## config.mk

```make
export PLATFORM = sky130hd
export DESIGN_NAME = hc_sr04_distance
export DESIGN_NICKNAME = d
export VERILOG_FILES = /design/src/rtl/hc_sr04_distance.sv
export SDC_FILE = /design/constraint.sdc
export NUM_CORES = 1
export LEC_CHECK = 0
export BUFFER_PORTS_ARGS = -buffer_cell sky130_fd_sc_hd__buf_4
export CAP_MARGIN = 20
export CORE_MARGIN = 5
export CORE_UTILIZATION = 35
export CTS_BUF_LIST = sky130_fd_sc_hd__clkbuf_8
export CTS_CLUSTER_SIZE = 14
export DETAILED_ROUTE_END_ITERATION = 12
export RECOVER_POWER = 25
export SLEW_MARGIN = 25
export SYNTH_ARGS = -nofsm -noshare
export SYNTH_HDL_FRONTEND = slang
export SYNTH_SLANG_ARGS = --single-unit
```

## constraint.sdc

```tcl
create_clock -name i_clk -period 4.14 [get_ports i_clk]
set_input_delay 1.242 -clock i_clk [delete_from_list [all_inputs] [get_ports i_clk]]
set_output_delay 1.242 -clock i_clk [all_outputs]
set_load 0.005 [all_outputs]
```

## src/rtl/hc_sr04_distance.sv

```systemverilog
// rtl/hc_sr04_distance.sv - HC-SR04 echo pulse counter with moving average and binary-to-BCD conversion
module hc_sr04_distance #(
   parameter int CNT_WIDTH  = 9,
   parameter int MAX_DIST   = 400,
   parameter int AVG_LOG2   = 2,
   parameter int BCD_DIGITS = 3
) (
   input  logic                    i_clk,
   input  logic                    i_rst,
   input  logic                    i_measure_sm,
   input  logic                    i_measure_end,
   output logic [CNT_WIDTH-1:0]    o_dist_bin,
   output logic [4*BCD_DIGITS-1:0] o_dist_bcd,
   output logic                    o_dist_valid,
   output logic                    o_overflow,
   output logic                    o_busy
);

   localparam int DEPTH = 1 << AVG_LOG2;
   localparam int SUM_W = CNT_WIDTH + AVG_LOG2;
   localparam int BCD_W = 4 * BCD_DIGITS;
   localparam int SR_W  = BCD_W + CNT_WIDTH;
   localparam int IT_W  = $clog2(CNT_WIDTH + 1);

   localparam logic [CNT_WIDTH-1:0] MAX_C   = CNT_WIDTH'(MAX_DIST);
   localparam logic [IT_W-1:0]      LAST_IT = IT_W'(CNT_WIDTH - 1);

   localparam logic [1:0] S_IDLE = 2'd0;
   localparam logic [1:0] S_AVG  = 2'd1;
   localparam logic [1:0] S_CONV = 2'd2;
   localparam logic [1:0] S_DONE = 2'd3;

   logic [1:0]           r_state;
   logic [CNT_WIDTH-1:0] r_cnt;
   logic                 r_sat;
   logic [CNT_WIDTH-1:0] r_sample;
   logic                 r_sample_ovf;
   logic [CNT_WIDTH-1:0] r_hist [DEPTH];
   logic [SUM_W-1:0]     r_sum;
   logic                 r_first;
   logic [CNT_WIDTH-1:0] r_avg;
   logic [SR_W-1:0]      r_sr;
   logic [IT_W-1:0]      r_iter;
   logic [CNT_WIDTH-1:0] r_dist_bin;
   logic [BCD_W-1:0]     r_dist_bcd;
   logic                 r_overflow;

   logic [SUM_W-1:0]     w_sum_new;
   logic [CNT_WIDTH-1:0] w_avg;
   logic [SR_W-1:0]      w_adj;
   logic [SR_W-1:0]      w_shift;

   // The first sample after reset prefills the whole window so the average starts at that sample.
   always_comb begin
      w_sum_new = '0;
      if (r_first)
         w_sum_new = SUM_W'(r_sample) << AVG_LOG2;
      else
         w_sum_new = r_sum - SUM_W'(r_hist[DEPTH-1]) + SUM_W'(r_sample);
      w_avg = w_sum_new[SUM_W-1:AVG_LOG2];
   end

   // One shift-add-3 step: correct every BCD nibble, then shift the combined register left.
   always_comb begin
      w_adj = r_sr;
      for (int d = 0; d < BCD_DIGITS; d++) begin
         if (r_sr[CNT_WIDTH+4*d +: 4] >= 4'd5)
            w_adj[CNT_WIDTH+4*d +: 4] = r_sr[CNT_WIDTH+4*d +: 4] + 4'd3;
      end
      w_shift = {w_adj[SR_W-2:0], 1'b0};
   end

   always_ff @(posedge i_clk) begin
      if (i_rst) begin
         r_state      <= S_IDLE;
         r_cnt        <= '0;
         r_sat        <= 1'b0;
         r_sample     <= '0;
         r_sample_ovf <= 1'b0;
         for (int i = 0; i < DEPTH; i++) r_hist[i] <= '0;
         r_sum        <= '0;
         r_first      <= 1'b1;
         r_avg        <= '0;
         r_sr         <= '0;
         r_iter       <= '0;
         r_dist_bin   <= '0;
         r_dist_bcd   <= '0;
         r_overflow   <= 1'b0;
      end else begin
         // End of measurement always clears the counter, even when the capture is dropped.
         if (i_measure_end) begin
            r_cnt <= '0;
            r_sat <= 1'b0;
         end else if (i_measure_sm) begin
            if (r_cnt < MAX_C) r_cnt <= r_cnt + 1'b1;
            else               r_sat <= 1'b1;
         end

         case (r_state)
            S_IDLE: begin
               if (i_measure_end) begin
                  r_sample     <= r_cnt;
                  r_sample_ovf <= r_sat;
                  r_state      <= S_AVG;
               end
            end
            S_AVG: begin
               if (r_first) begin
                  for (int i = 0; i < DEPTH; i++) r_hist[i] <= r_sample;
               end else begin
                  r_hist[0] <= r_sample;
                  for (int i = 1; i < DEPTH; i++) r_hist[i] <= r_hist[i-1];
               end
               r_first <= 1'b0;
               r_sum   <= w_sum_new;
               r_avg   <= w_avg;
               r_sr    <= {{BCD_W{1'b0}}, w_avg};
               r_iter  <= '0;
               r_state <= S_CONV;
            end
            S_CONV: begin
               r_sr <= w_shift;
               if (r_iter == LAST_IT) begin
                  r_dist_bin <= r_avg;
                  r_dist_bcd <= w_shift[SR_W-1 -: BCD_W];
                  r_overflow <= r_sample_ovf;
                  r_state    <= S_DONE;
               end else begin
                  r_iter <= r_iter + 1'b1;
               end
            end
            S_DONE:  r_state <= S_IDLE;
            default: r_state <= S_IDLE;
         endcase
      end
   end

   assign o_dist_bin   = r_dist_bin;
   assign o_dist_bcd   = r_dist_bcd;
   assign o_overflow   = r_overflow;
   assign o_dist_valid = (r_state == S_DONE);
   assign o_busy       = (r_state != S_IDLE);

endmodule
```

==> flow_metrics.py, run 1 <==
metrics = {
    "grt": {
        "grt_max_degree": 41,
        "antenna_found_initial": 0,
        "grt_overflow": 0,
        "grt_pass1_wl_microns": 22400,
        "first_global_vias": 4590,
        "track_usage_pct": 14.2,
    },
    "finish": {
        "postLayoutCoreUtil_pct": 40.4,
        "drive_gt1_share_pct": 9.55,
        "antenna_cells": 0,
        "ff_latch_area_sq_mm": 0.00270,
        "multi_input_area_sq_mm": 0.00273,
        "nFillCells": 1625,
        "nets": 716,
        "synthToLayoutAreaGrowth_pct": 14.6,
    },
    "synth": {
        "synth_area_sq_mm": 0.00578,
        "synth.distinct_cells": 52,
        "ys_seq_area_share_pct": 46.7,
        "synth.largest_area_cell": "dfxtp_1",
        "async_reset_ff_share_pct": 0,
        "synth_top_area_share_pct": 28.0,
        "synth_nets": 696,
        "synth_area_leaders": "dfxtp_1 (28%), edfxtp_1 (19%), a21oi_1 (7.4%)",
        "avgSynthCellArea_sq_um": 8.79,
        "synth_warnings": 0,
        "synth_enable_flop_cells": 36,
        "synthCells": 658,
        "ys_ff_latch": 117,
        "synth_flop_cell": "dfxtp_1",
    },
    "sta": {
        "setup_viol": 0,
        "fin_skew_ns": 0.0148,
        "fin_crit_ns": 3.22,
        "finalMaxSlewViolations": 41,
        "tns_ns": 0,
        "max-slew-margin-rel_pct": -16.5,
        "rsz0062_at_grt": "false",
        "max_slew.worst_pin.slew_ns": 1.75,
        "hold_viol": 0,
        "fmax_mhz": 311,
        "finalCritPeriodShare_pct": 77.7,
    },
    "clock_network": {
        "cts_resized": 0,
        "numCtsBuffers": 17,
        "root_buffer": "clkbuf_8",
        "htreeDepth": 4,
        "ctsHoldBuffers": 0,
        "post_cts_buffers": 0,
        "clock_path_buffers": 2,
        "clkTransAtPathRegs_ns": 0.07,
        "clock_sinks": 117,
        "clk_latency_ns": 0.45,
        "cts_tree": "yes",
    },
    "die": {
        "start_util_pct": 35.3,
        "fp-row-count": 47,
        "die_w_microns": 139,
        "die_h_microns": 139,
        "core-area_sq_mm": 0.0164,
        "die_area_sq_mm": 0.0192,
        "ios": 28,
    },
    "critical_path": {
        "worstSetupPathType": "input pin to flop",
        "crit_fanout": 40,
        "path_cells": "clkbuf_1, clkbuf_2, o22ai_1",
        "endpoint_kind": "flop",
        "cpPeakStageDelay_ns": 1.23,
        "cp.arrival_ns": 3.51,
        "slowest_stage": "clkbuf_1",
        "critPathLaunchType": "input pin",
        "critPathTopFamily": "buffers and inverters",
        "worstPathRequired_ns": 4.44,
        "crit_buf_inv": 2,
    },
    "routing": {
        "vias_per_cell": 5.03,
        "num_vias": 4586,
        "drc": 0,
        "final_antenna_net_count": 0,
        "wl_microns": 13300,
        "dr.pass1.iters": 5,
        "drt_iter0_markers": 341,
        "wl_per_cell_microns": 14.6,
    },
    "placement": {
        "place.gp.congestion": 0.842,
        "portBuffers": 27,
        "hpwl_microns": 9430,
    },
    "hold_path": {
        "hp-class": "flop to flop",
    },
    "status": {
        "status": "complete, but fails checks",
        "violations": "capacitance limit, slew limit",
    },
    "power": {
        "power_density_mw_per_mm2": 625,
        "p_leak_nw": 2.47,
        "ir_worst_vdd_mv": 0.447,
    },
    "job": {
        "cap_violations": 1,
    },
}
-- Yosys cell counts (all sizes together), types with 6 or more instances --
cell type  number
a211oi         11
a21oi          86
buf             7
clkbuf         25
dfxtp          81
edfxtp         36
fa              9
ha             25
inv            58
mux2i          10
nand2         109
nand2b         10
nand3          12
nor2           51
nor2b          10
nor3           11
nor3b           7
o21ai          18
or2             6
-- per-stage QoR --
step	instances	area [sq um]	total power [W]	setup slack, ns	hold slack (ns)
floorplan	658	5780	0.00260	1.70	0.432
global placement	879	6180	0.00292	1.40	0.443
detailed placement	879	6180	0.00295	1.38	0.451
CTS	911	6640	0.00417	1.38	0.462
global route	911	6630	0.00445	0.586	0.486
finish	911	6630	0.00414	0.924	0.456
-- path summary, 6_finish.rpt --
kind              start       endpoint  slack (ns)  cells after the start
max               i_rst        r_sr[8]        0.92                      3
min            r_sum[0]       r_sum[0]        0.46                      2
max reg2reg  r_state[0]  o_dist_bcd[3]        1.37                      6
min reg2reg    r_sum[0]       r_sum[0]        0.46                      2
-- routing by layer --
metal | vias to the layer above | track usage, % | routed length [microns]
met2 | 75 | 23.7 | 6480
li1 | 2302 | - | -
met5 | - | 0 | 0
met4 | 0 | 3.95 | 100
met3 | 6 | 3.86 | 431
met1 | 2203 | 18.3 | 6320
-- registers in the layout (all words and copies together), names as in the netlist --
name,flops
r_iter,4
o_dist_bin,9
r_sr,21
r_sat,1
r_sum,11
o_overflow,1
o_dist_bcd,12
r_first,1
r_sample_ovf,1
r_hist,36
r_state,2
r_cnt,9
r_sample,9
-- cells in the final DEF, fill, tap and decap left out, types with 5 or more instances in the layout --
master / synthesis / layout
clkinv_2: 0 / 5
o21a_1: 5 / 5
o21ai_0: 18 / 18
bufinv_16: 0 / 5
nor3_1: 11 / 11
mux2i_1: 10 / 10
nor3b_1: 7 / 7
xor2_1: 5 / 5
a311oi_1: 5 / 5
a21oi_1: 86 / 86
edfxtp_1: 36 / 36
nand2b_1: 10 / 10
ha_1: 25 / 24
o22ai_1: 5 / 5
fa_1: 9 / 9
inv_1: 58 / 60
nor2b_1: 10 / 10
nor2_1: 51 / 51
a211oi_1: 11 / 11
dfxtp_1: 81 / 81
nand2_1: 109 / 109
nand3_1: 12 / 12
xnor2_1: 5 / 5
clkbuf_8: 0 / 20
buf_4: 0 / 29
-- power breakdown --
group	internal [W]	switching [W]
logic	0.000528	0.000929
clock network	0.000755	0.000459
registers	0.00137	0.0000957
-- worst register-to-register path, stage by stage, from the launching register on --
cell      delay [ns]
dfxtp_1         0.33
inv_1           0.13
ha_1            0.69
clkinv_1        0.52
or2_2           0.60
a211oi_1        0.30
nor3_1          0.07
-- cells by family after synthesis --
logic type,Yosys count,share of synthesized area (%)
multiplexers,10,1.73
adder cells (fa/ha/maj),34,8.52
AO/OA/AOI/OAI,162,17.1
buffers and inverters,92,6.10
AND/OR/NAND/NOR,233,18.3
flip-flops,117,46.7
XOR/XNOR,10,1.51
-- layout make-up --
| cell class | count | share of cell area (%) |
|---|---|---|
| Clock buffer | 20 | 4.15 |
| Clock inverter | 12 | 2.76 |
| Inverter | 60 | 3.40 |
| Multi-Input combinational cell | 449 | 41.2 |
| Sequential cell | 117 | 40.8 |
| Tap cell | 220 | 4.15 |
| Timing Repair Buffer | 33 | 3.53 |
No activity file was read; power rests on OpenSTA's default activity.
==> run 2, diff against run 1 <==
- clock period: 4.14 -> 2.6 ns (I/O delays scaled with it)
==> run 2 against run 1 <==
  * Highest routed layer unchanged
  * Die area did not move
  * Largest power group is now combinational logic
  * Hold slack improved by 0.0012 ns
  * Count of clock-buffer cells in the layout shrank 3
  * Sequential power is 59% higher
  * The run now ends clean
  * Total power increased by 60%
  * Flip-flop and latch count unchanged
  * Final cell count up 1.2%
  * Core utilization increased by 0.69 points
==> flow_metrics.py, run 2 (synthesis gave the netlist of run 1 again) <==
metrics = {
    "status": {
        "status": "finished clean",
    },
    "clock_network": {
        "numCtsBuffers": 17,
        "clkTransAtPathRegs_ns": 0.07,
        "htreeDepth": 4,
        "clk_latency_ns": 0.44,
        "clock_sinks": 117,
        "cts_tree": "yes",
        "clock_path_buffers": 2,
        "root_buffer": "clkbuf_8",
    },
    "finish": {
        "synthToLayoutAreaGrowth_pct": 16.5,
        "nFillCells": 1647,
        "final_cell_mix": "nand2_1 (109), a21oi_1 (83), dfxtp_1 (77)",
        "antenna_cells": 0,
        "drive_gt1_share_pct": 14.1,
        "postLayoutCoreUtil_pct": 41.1,
        "final_common_cell": "nand2_1",
        "regMostFlops": "r_hist",
        "nets": 727,
        "largest_reg_flops": 36,
    },
    "die": {
        "fp-row-count": 47,
        "die_w_microns": 139,
        "die_area_sq_mm": 0.0192,
        "ios": 28,
        "start_util_pct": 35.3,
        "die_h_microns": 139,
        "core-area_sq_mm": 0.0164,
    },
    "sta": {
        "rsz0062_at_grt": "true",
        "max_slew.worst_pin.slew_ns": 0.800,
        "fin_crit_ns": 2.50,
        "finalCritPeriodShare_pct": 96.3,
        "holdWs_ns": 0.458,
        "finalMaxSlewViolations": 0,
        "setup_viol": 0,
        "fin_skew_ns": 0.0124,
        "max-slew-margin-rel_pct": 46.7,
        "fin_ws_ns": 0.0959,
        "fmax_mhz": 399,
        "hold_viol": 0,
    },
    "routing": {
        "wl_microns": 13400,
        "drt_iter0_markers": 317,
        "drc": 0,
        "dr.pass1.iters": 6,
        "final_antenna_net_count": 0,
        "vias_per_cell": 5.09,
        "num_vias": 4689,
        "wl_per_cell_microns": 14.5,
    },
    "power": {
        "clkPwrFrac_pct": 24.5,
        "p_seq_share_pct": 35.3,
        "p_switching_w": 0.00250,
        "p_leak_nw": 2.48,
        "ir_worst_vdd_mv": 0.694,
        "swShare_pct": 37.6,
        "pwr-share-comb_pct": 40.2,
        "power_density_mw_per_mm2": 985,
        "p_int_w": 0.00414,
        "totalPowerFinal_w": 0.00664,
    },
    "placement": {
        "hpwl_microns": 9360,
        "place.gp.congestion": 0.855,
        "dp_slack_ns": -0.0404,
        "portBuffers": 27,
    },
    "grt": {
        "first_global_vias": 4513,
        "track_usage_pct": 13.9,
        "antenna_found_initial": 0,
        "grt_max_degree": 42,
        "grt_overflow": 0,
        "grt_pass1_wl_microns": 21900,
    },
    "critical_path": {
        "path_cells": "fa_1, inv_2, ha_4, a211oi_4, nor2_4, o31ai_4, nand4_1, nor3b_2, o32ai_2",
        "worstPathRequired_ns": 2.95,
        "endpoint_kind": "flop",
        "worstSetupPathType": "flop to flop",
        "critPathLaunchType": "flop",
        "reg2reg_slack_ns": 0.1,
        "crit_buf_inv": 1,
        "crit_fanout": 4,
        "cp.arrival_ns": 2.85,
        "slowest_stage": "fa_1",
        "critPathTopFamily": "adder cells",
        "cpPeakStageDelay_ns": 0.55,
    },
    "job": {
        "cap_violations": 0,
    },
    "hold_path": {
        "hp-class": "flop to flop",
    },
}
-- run 2: cell count changes in the layout (fill, tap and decap cells not counted), sizes merged --
cell,change
bufinv,-2
inv,+2
clkbuf,+15
buf,-7
clkinv,+2
clkinvlp,+1
-- run 2: worst paths after layout --
path	start	end	depth (start not counted)
worst min-delay path	o_dist_bin[2]	o_dist_bin[2]	2
worst max register to register	r_hist[3][1]	r_sr[5]	9
worst max-delay path	r_hist[3][1]	r_sr[5]	9
worst min register to register	o_dist_bin[2]	o_dist_bin[2]	2
-- run 2: power by group through the flow --
stage | registers, W | logic, W | clock network, W
global route | 0.00237 | 0.00296 | 0.00177
detailed placement | 0.00238 | 0.00240 | 0
floorplan | 0.00232 | 0.00182 | 0
CTS | 0.00234 | 0.00247 | 0.00168
finish | 0.00234 | 0.00267 | 0.00163
global placement | 0.00237 | 0.00235 | 0
-- run 2: final cells by class --
type	count	area, sq um	share of cell area (%)
timing repair buffer	44	319	4.73
clock buffer	17	234	3.47
sequential	117	2710	40.2
multi-input combinational	449	2830	42.0
clock inverter	15	149	2.21
inverter	60	225	3.34
tap	220	275	4.08
-- run 2: metrics by stage --
step           area, sq um  std cells  setup TNS, ns
3_5_place_dp          6250        889        -0.0554
5_1_grt               6740        922        -0.0159
2_1_floorplan         5780        658              0
6_report              6740        922              0
3_3_place_gp          6250        889              0
4_1_cts               6670        921              0
-- run 2: per-layer routing --
layer  track usage [%]  part of all wire [%]  wire length, microns  vias up
met1              18.5                    47                  6330     2254
met4              4.78                   1.0                   140        0
li1                  -                     -                     -     2319
met3              3.76                   4.0                   539       16
met2              22.1                    48                  6350      100
met5                 0                     0                     0        -
-- run 2: worst min-delay path, cell delays in order, from the launching register on --
cell and delay (ns):
dfxtp_1 0.31, nand2_1 0.05, a21oi_1 0.05
-- run 2: what timing repair did --
| item | 4_1_cts | 5_1_grt |
|---|---|---|
| hold buffers | 0 | 0 |
| pin swaps | 5 | 14 |
| buffers inserted | 0 | 1 |
| setup endpoints to repair | 3 | 15 |
| gates resized for setup | 6 | 30 |
